File: config.mk
export PLATFORM = sky130hd
export DESIGN_NAME = mem_port_arbiter
export DESIGN_NICKNAME = d
export VERILOG_FILES = /design/src/rtl/mem_arb_pkg.sv /design/src/rtl/mem_arb_pick.sv /design/src/rtl/mem_port_arbiter.sv
export SDC_FILE = /design/constraint.sdc
export NUM_CORES = 1
export LEC_CHECK = 0
export CAP_MARGIN = 15
export CORE_MARGIN = 4
export CORE_UTILIZATION = 35
export DETAILED_ROUTE_END_ITERATION = 8
export PLACE_DENSITY = 0.69
export REMOVE_ABC_BUFFERS = 1
export SLEW_MARGIN = 20
export SYNTH_ARGS = -nofsm -noshare
export SYNTH_HDL_FRONTEND = slang
export SYNTH_SLANG_ARGS = --single-unit
File: constraint.sdc
create_clock -name clk -period 6.6 [get_ports clk]
set_clock_uncertainty 0.2 [all_clocks]
set_input_delay 1.98 -clock clk [delete_from_list [all_inputs] [get_ports clk]]
set_output_delay 1.98 -clock clk [all_outputs]
set_load 0.05 [all_outputs]
File: src/rtl/mem_arb_pkg.sv
// Shared types and constants for the IF/D memory port arbiter.
// The state encoding, the grant encoding and the wait-counter width are all defined here.
package mem_arb_pkg;
    typedef enum logic [1:0] {IDLE, ACCESS, ACK} state_t;
    localparam logic GRANT_IF = 1'b0;
    localparam logic GRANT_D  = 1'b1;
    localparam int   WAIT_W   = 4;
endpackage

File: src/rtl/mem_arb_pick.sv
// Two-way combinational picker: chooses between fetch and data requests.
// Zero latency. Ties go to D when priority is set, otherwise to the port that did not win last time.
module mem_arb_pick
    import mem_arb_pkg::*;
#(
    parameter int DATA_PRIORITY = 1
) (
    input  logic if_req,
    input  logic d_req,
    input  logic last_grant,
    output logic grant,
    output logic valid
);
    always_comb begin
        valid = if_req | d_req;
        grant = GRANT_IF;
        if (if_req && d_req) begin
            grant = (DATA_PRIORITY != 0) ? GRANT_D : ~last_grant;
        end else if (d_req) begin
            grant = GRANT_D;
        end
    end
endmodule

File: src/rtl/mem_port_arbiter.sv
// Shares one single-port memory between instruction fetch and load/store via req/ack.
// The latency from req to ack is WAIT_CYCLES+2. Requests stay pending until IDLE samples them, and the memory-side outputs decode from registers.
module mem_port_arbiter
    import mem_arb_pkg::*;
#(
    parameter int ADDR_W        = 32,
    parameter int DATA_W        = 32,
    parameter int WAIT_CYCLES   = 0,
    parameter int DATA_PRIORITY = 1
) (
    input  logic              clk,
    input  logic              reset,
    input  logic              if_req,
    input  logic [ADDR_W-1:0] if_addr,
    output logic              if_ack,
    output logic [DATA_W-1:0] if_rdata,
    input  logic              d_req,
    input  logic              d_we,
    input  logic [ADDR_W-1:0] d_addr,
    input  logic [DATA_W-1:0] d_wdata,
    output logic              d_ack,
    output logic [DATA_W-1:0] d_rdata,
    output logic [ADDR_W-1:0] mem_addr,
    output logic [DATA_W-1:0] mem_wdata,
    output logic              mem_read,
    output logic              mem_write,
    input  logic [DATA_W-1:0] mem_rdata,
    output logic              busy
);
    localparam logic [WAIT_W-1:0] WAIT_INIT = WAIT_W'(WAIT_CYCLES);

    state_t            state;
    logic              grant_q;
    logic              last_grant;
    logic              we_q;
    logic [WAIT_W-1:0] wait_cnt;
    logic [ADDR_W-1:0] addr_q;
    logic [DATA_W-1:0] wdata_q;
    logic              pick_grant;
    logic              pick_valid;
    logic              in_access;

    mem_arb_pick #(.DATA_PRIORITY(DATA_PRIORITY)) u_pick (
        .if_req     (if_req),
        .d_req      (d_req),
        .last_grant (last_grant),
        .grant      (pick_grant),
        .valid      (pick_valid)
    );

    always_ff @(posedge clk or posedge reset) begin
        if (reset) begin
            state      <= IDLE;
            grant_q    <= GRANT_IF;
            last_grant <= GRANT_IF;
            we_q       <= 1'b0;
            wait_cnt   <= '0;
            addr_q     <= '0;
            wdata_q    <= '0;
            if_rdata   <= '0;
            d_rdata    <= '0;
            if_ack     <= 1'b0;
            d_ack      <= 1'b0;
        end else begin
            if_ack <= 1'b0;
            d_ack  <= 1'b0;
            case (state)
                IDLE: begin
                    if (pick_valid) begin
                        grant_q    <= pick_grant;
                        last_grant <= pick_grant;
                        we_q       <= (pick_grant == GRANT_D) ? d_we : 1'b0;
                        addr_q     <= (pick_grant == GRANT_D) ? d_addr : if_addr;
                        wdata_q    <= (pick_grant == GRANT_D) ? d_wdata : '0;
                        wait_cnt   <= WAIT_INIT;
                        state      <= ACCESS;
                    end
                end
                ACCESS: begin
                    if (wait_cnt != '0) begin
                        wait_cnt <= wait_cnt - 1'b1;
                    end else begin
                        // Stores complete without touching d_rdata.
                        if (grant_q == GRANT_IF) begin
                            if_rdata <= mem_rdata;
                            if_ack   <= 1'b1;
                        end else begin
                            if (!we_q) d_rdata <= mem_rdata;
                            d_ack <= 1'b1;
                        end
                        state <= ACK;
                    end
                end
                ACK:     state <= IDLE;
                default: state <= IDLE;
            endcase
        end
    end

    assign in_access = (state == ACCESS);
    assign mem_addr  = in_access ? addr_q  : '0;
    assign mem_wdata = in_access ? wdata_q : '0;
    assign mem_read  = in_access && !we_q;
    // The write strobe is limited to the last ACCESS cycle, so the memory sees exactly one write edge.
    assign mem_write = in_access && we_q && (wait_cnt == '0);
    assign busy      = (state != IDLE);
endmodule

==> results.cfg <==
[setup_path]
r2r-end = if_rdata[29]
worst_path_largest_cell_delay_ns = 0.84
critPathBufInv = 2
required_ns = 4.42
crit_fanout = 5
critPathKind = reg -> out
cp_data_arrival_time_ns = 2.68
r2r_setup_slack_ns = 3.77
r2r_cells = 5
crit_chain = inv_1 -> ha_1 -> nor4b_1 -> and3_1 -> clkdlybuf4s50_1
critPathSlowestCell = clkdlybuf4s50_1
cp-start-kind = register
critPathTopFamily = buffers and inverters
crit_path_end_kind = primary output
reg2reg_from = wait_cnt[0]

[timing]
finalSetupViolations = 0
timing.final.crit_period_ns = 4.86
fin_crit_sh = 0.736
max_clock_freq_mhz = 206
hold_viol = 0
slew_viol_final = 0
rsz0062_at_grt = false
relSlewSlack = 0.356
setup_tns_ns = 0
worstMarginPinSlew_ns = 0.962

[routing]
wl_per_cell_um = 17.1
drt_first_pass_iters = 4
drt_iter0_markers = 195
final_antenna_net_count = 0
vias = 4595
wl_um = 16400
route.detailed.drc = 0
vias_per_cell = 4.79

[power_and_ir_drop]
leakage_uw = 0.00398
power.total_uw = 5180
ir_drop_uv = 266
power_density_mw_per_mm2 = 553

[floorplanning]
rows = 47
start_util = 0.357
die_width_um = 138
core_area_mm2 = 0.0166
dieArea_mm2 = 0.0191
die_height_um = 138
pin_count = 266

[cts]
ctsHoldBuffers = 0
htree_levels = 4
cts_tree = built
cts_resized = 0
clkLatencyLatePin_ns = 0.41
cts_buffer_depth = 2
clk_pin_slew_ns = 0.06
cts_root_buf = clkbuf_16
postCtsSetupBuffers = 0
numCtsBuffers = 17
cts.sinks = 138

[synth]
synth_edf_count = 0
async_flop_share = 1.00
synth.cell_area_mm2 = 0.00593
netlist_instances = 470
synth_seq_cells = 138
syn_avg_cell_area_um2 = 12.6
ys_warn_count = 0
ys.flop_type = dfrtp_1
ys_seq_area_frac = 0.583
synth_cell_type_count = 27

[final_layout]
final_layout_size_suffix_gt1_frac = 0.149
diodes = 0
most-common-layout-cells = clkdlybuf4s50_1 (264), dfrtp_1 (138), o21ai_0 (69)
final_common_cell = clkdlybuf4s50_1
nNetsFinal = 861
utilization = 0.566
synthToLayoutAreaGrowth_pct = 58.2

[global_routing]
grt_max_degree = 100
grt_pass1_vias = 4963
antenna_found_initial = 0
grt_overflow_total = 0
grt_first_pass_wirelength_um = 26700
grtUsageTotal = 0.173

[min_path]
worst_hold_path_type = reg -> reg
min_from = grant_q
min_path_cells = 1
min_to = if_ack

[placement]
dpl.hpwl_um = 11500
numPortBuffers = 265
place_congestion = 0.812

[job]
drv_cap = 0

[outcome]
status = complete, no violations
[worst max path at each step]
| stage | slack, ns | depth (start not counted) | end | from |
|---|---|---|---|---|
| floorplan | 0.72 | 1 | addr_q[0] | reset |
| global placement | 1.90 | 3 | mem_addr[2] | state[1] |
| detailed placement | 1.81 | 3 | mem_addr[2] | state[0] |
| CTS | 1.35 | 3 | mem_addr[2] | state[0] |
| global route | 1.57 | 5 | mem_write | wait_cnt[0] |
| finish | 1.74 | 5 | mem_write | wait_cnt[0] |
[kinds of logic (layout without fill, tap and decap cells)]
family | after synthesis | in the layout | synth area share
compound gates | 106 | 106 | 0.112
fa+ha+maj | 2 | 2 | 0.00422
buf+inv | 40 | 309 | 0.0298
flops | 138 | 138 | 0.583
mux | 99 | 99 | 0.181
simple gates | 85 | 85 | 0.0908
[registers in the layout, summed over array words and instances, names as in the netlist]
name and cells:
state 2, addr_q 32, wdata_q 32, d_ack 1, if_rdata 32, we_q 1
d_rdata 32, wait_cnt 4, grant_q 1, if_ack 1
[final cells by class]
| type | count | area, µm² |
|---|---|---|
| fill | 1391 | 7200 |
| sequential | 138 | 3450 |
| timing repair buffer | 271 | 2710 |
| multi-input combinational | 292 | 2330 |
| clock buffer | 19 | 453 |
| tap | 220 | 275 |
| clock inverter | 13 | 134 |
| inverter | 6 | 27.5 |
[report_power, final]
group	switching [µW]	internal, µW
registers	209	1250
clock network	380	548
logic	1760	1040
total	2350	2830
[per-stage QoR]
stage                     hold WS (ns)  setup WS [ns]  cells  cell area (µm²)
after floorplan                  0.229          0.724    436             5770
after global placement           0.260           1.90    926             8770
after detailed placement         0.271           1.81    926             8770
after CTS                        0.280           1.35    958             9360
after global routing             0.290           1.57    959             9380
final                            0.270           1.74    959             9380
[synthesized netlist by cell type (2+ instances only)]
library cell    n  area [µm²]
o21ai_0        70         350
inv_1           6        22.5
buf_1           3        11.3
clkbuf_1       25        93.8
buf_6           3        33.8
dfrtp_1       138        3450
nand2_1         2        7.51
nor2_1          3        11.3
a22o_1         33         289
mux2i_1        35         350
mux2_1          2        22.5
nand2b_1        2        12.5
mux2_2         62         698
ha_1            2        25.0
buf_2           3        15.0
nor3_1          6        30.0
and2_1         65         407
[per-layer routing]
layer	global-route usage	up-vias	part of all wire
met5	0	-	0
met4	0.0666	0	0.024
met3	0.0677	26	0.079
met2	0.278	194	0.48
met1	0.210	2202	0.42
li1	-	2173	-
No activity file was read; power rests on OpenSTA's default activity.
==> RTL edit 1: new RTL, same settings <==
Set the package constant `WAIT_W` to 5 (it was 4).
--- a/src/rtl/mem_arb_pkg.sv
+++ b/src/rtl/mem_arb_pkg.sv
@@ -4,6 +4,6 @@
     typedef enum logic [1:0] {IDLE, ACCESS, ACK} state_t;
     localparam logic GRANT_IF = 1'b0;
     localparam logic GRANT_D  = 1'b1;
-    localparam int   WAIT_W   = 4;
+    localparam int   WAIT_W   = 5;
 endpackage
 
Formal check against the unedited RTL: same outputs for any inputs over 4 cycles, from zero or initial values and one cycle with reset high; that may be too few to reach the edited logic, so the function may still have changed.
==> RTL edit 1 against the original RTL <==
  * Design area is 1.1% higher
  * Power is 2.3% higher
  * Setup slack worse by 0.074 ns
  * Sequential power hardly changed
  * Routed wire length is 5.8% higher
  * Critical path type unchanged
  * Area after synthesis is 2.0% higher
  * Highest routed layer unchanged
  * Sequential cell count is 1 higher
  * Largest cell class unchanged
==> RTL edit 1: results (changes against the original RTL) <==
* FF+latch count at 139 (+0.72%)
* CP arrival at 2.75 ns (+0.07 ns)
* Synth top area cells: dfrtp_1 58%, mux2_4 7.2%, and2_1 6.9%
* Most common library cells after synthesis: 139 x dfrtp_1, 67 x and2_1, 66 x o21ai_0
* Seq/total area at 36.7% (-0.12 points)
* Pleak at 4.12 nW (+3.5%)
* Slew HR at 37.4% (+1.7 points)
* Clk_buf instances at 20 (+1)
* Multi-input combinational area share at 25.4% (+0.57 points)
* Netlist cell types at 33 (+22%)
* Placed cells at 921 (-0.54%)
* Tot GR Track Use at 18.0% (+0.76 points)
* Slowest cell delay on critical path at 0.82 ns (-0.02 ns)
* Routed WL at 17400 um (+5.8%)
* Vias in the first global route at 5056 (+1.9%)
* Gpl congestion at 0.861 (+6.0%)
* Largest net degree at the start of global routing at 107 (+7.0%)
* DRT iter0 DRCs at 176 (-9.7%)
* Pre-CTS setup slack at 1.96 ns (+0.156 ns)
* Multi-Input Combinational at 287 (-1.7%)
* Status: completed
* Worst vdd ir at 0.381 mV (+43%)
* Hpwl dp at 12100 um (+4.6%)
* Compound-Gate Fraction of Synth Area at 11.2% (about the same)
* Filler Cells Inserted at 1425 (+2.4%)
RTL edit 1: cell types whose count changed in the layout (fill, tap and decap cells not counted), sizes merged, moves of 2 or more:
cell and delta:
nor3 -5, o21ai -3, nor3b +2, inv -2
and2 +2, mux2i -2, a311o +2
RTL edit 1: cell families after synthesis:
group,Yosys count
flops,139
fa+ha+maj,1
compound gates,106
simple gates,83
buf+inv,41
mux,97
RTL edit 1: worst register-to-register path, delay by kind of cell, from the launching register on:
| kind | cells | cell delay [ns] |
|---|---|---|
| flops | 1 | 0.40 |
| buf+inv | 1 | 0.07 |
| fa+ha+maj | 1 | 0.19 |
| mux | 1 | 0.41 |
| simple gates | 2 | 1.21 |
RTL edit 1: final timing paths:
| check | from | endpoint | slack [ns] | depth (start not counted) |
|---|---|---|---|---|
| max in group asynchronous | reset | addr_q[22] | 3.21 | 3 |
| min in group asynchronous | reset | d_ack | 1.97 | 2 |
| min reg2reg | d_rdata[18] | d_rdata[18] | 0.29 | 1 |
| max reg2reg | wait_cnt[0] | if_rdata[30] | 4.01 | 5 |
| min | d_rdata[18] | d_rdata[18] | 0.29 | 1 |
| max | wait_cnt[0] | mem_write | 1.67 | 6 |
RTL edit 1: per-layer routing:
layer	wire (um)	vias up
met5	0	-
met4	346	0
met3	1960	24
met2	7980	212
met1	7110	2268
li1	-	2160
RTL edit 1: per-stage QoR:
step	instance area (sq um)	total power [mW]
2_1_floorplan	5880	3.34
3_3_place_gp	8870	4.32
3_5_place_dp	8870	4.36
4_1_cts	9460	5.35
5_1_grt	9480	5.58
6_report	9480	5.30
RTL edit 1: where the power goes:
group          switching (mW)  internal, mW  leakage (nW)  total (mW)
combinational            1.79          1.10          2.15        2.89
sequential              0.209          1.25          1.69        1.46
clock                   0.381         0.571         0.279       0.952
==> RTL edit 2: new RTL, config.mk and constraints unchanged <==
Made on the original files. Re-encode `state_t` (3 states) as one-hot, 3 bits wide.
--- a/src/rtl/mem_arb_pkg.sv
+++ b/src/rtl/mem_arb_pkg.sv
@@ -1,7 +1,7 @@
 // Shared types and constants for the IF/D memory port arbiter.
 // The state encoding, the grant encoding and the wait-counter width are all defined here.
 package mem_arb_pkg;
-    typedef enum logic [1:0] {IDLE, ACCESS, ACK} state_t;
+    typedef enum logic [2:0] {IDLE = 3'b001, ACCESS = 3'b010, ACK = 3'b100} state_t;
     localparam logic GRANT_IF = 1'b0;
     localparam logic GRANT_D  = 1'b1;
     localparam int   WAIT_W   = 4;
Check against the original RTL: no difference found for any inputs over 4 cycles, from zero or initial values and one cycle with reset high; so few cycles prove little.
==> RTL edit 2 against the original RTL <==
  * Power shrank 5.8%
  * Critical endpoint is now mem_wdata[0]
  * Global-route usage rose by 0.13 points
  * Setup slack lost 0.37 ns
  * Cell count down 0.21%
  * Design area is 0.52% higher
  * Area after synthesis rose by 0.51%
  * Critical path type unchanged
  * Fmax fell by 7.0%
  * Routed wire length grew 1.3%
  * Register-to-register slack better by 0.30 ns
  * Sequential cell count is 1 higher
  * Largest power group unchanged
  * Worst hold slack improved by 0.024 ns
==> RTL edit 2: results (changes against the original RTL) <==
* Slew HR at 38.1% (+2.5 points)
* Met1 wire length at 6760 um (-1.1%)
* Gpl congestion at 0.752 (-7.4%)
* Tot GR Track Use at 17.4% (+0.13 points)
* Nets@finish at 859 (-0.23%)
* Post-synthesis sequential area ratio at 58.4% (+0.15 points)
* Placed cells at 925 (-0.11%)
* Period utilization at 79.2% (+5.5 points)
* Pre-CTS setup slack at 1.61 ns (-0.195 ns)
* R2R depth at 6 (+1)
* Hold depth at 2 (+1)
* Register-to-register setup slack at 4.07 ns (+0.30 ns)
* Post-DP Area at 8770 sq um (about the same)
* Hold endpoint: addr_q[11]
* Routed WL at 16700 um (+1.3%)
* Status: completed
* DR vias at 4562 (-0.72%)
* Reg-to-Reg End: if_rdata[14]
* DRT iter0 DRCs at 153 (-22%)
* Largest net degree at the start of global routing at 106 (+6.0%)
* First-pass GRT wire length at 26800 um (+0.42%)
* Synth top area cells: dfrtp_1 58%, mux2_2 12%, and2_1 6.7%
* Met2 Wirelength at 8680 um (+9.8%)
* Worst Path Max Fanout at 45 (+40)
* Post-synthesis mux area share at 17.5% (-0.60 points)
* Routed vias/inst at 4.77 (-0.51%)
* Adder-Cell Fraction of Synth Area at 0.420% (-0.0021 points)
* Worst vdd ir at 0.333 mV (+25%)
* Worst Setup SP: state[2]
* M3 GR Usage at 4.83% (-1.9 points)
* GR Util met2 at 30.3% (+2.5 points)
* Netlist cell types at 34 (+26%)
* CP arrival at 3.04 ns (+0.36 ns)
* GR Layer Usage met1 at 20.3% (-0.67 points)
[RTL edit 2: cell count changes after synthesis, sizes merged, moves of 2 or more]
| cell | change |
|---|---|
| a21oi | +2 |
| or3 | +2 |
| and3 | +2 |
| or3b | +3 |
| o21ai | -5 |
| nor3 | -5 |
| mux2i | -3 |
| nand2b | -2 |
| nor3b | +2 |
| buf | +3 |
[RTL edit 2: area by class of cell]
class	instances	area, sq um	share of cell area [%]
Sequential cell	139	3480	36.9
Timing Repair Buffer	272	2700	28.6
Multi-Input combinational cell	288	2300	24.4
Clock buffer	18	439	4.66
Tap cell	220	275	2.92
Clock inverter	14	208	2.20
Inverter	6	27.5	0.292
[RTL edit 2: report_power, final]
group / internal [mW] / switching (mW)
clock: 0.652 / 0.385
combinational: 0.893 / 1.51
sequential: 1.25 / 0.192
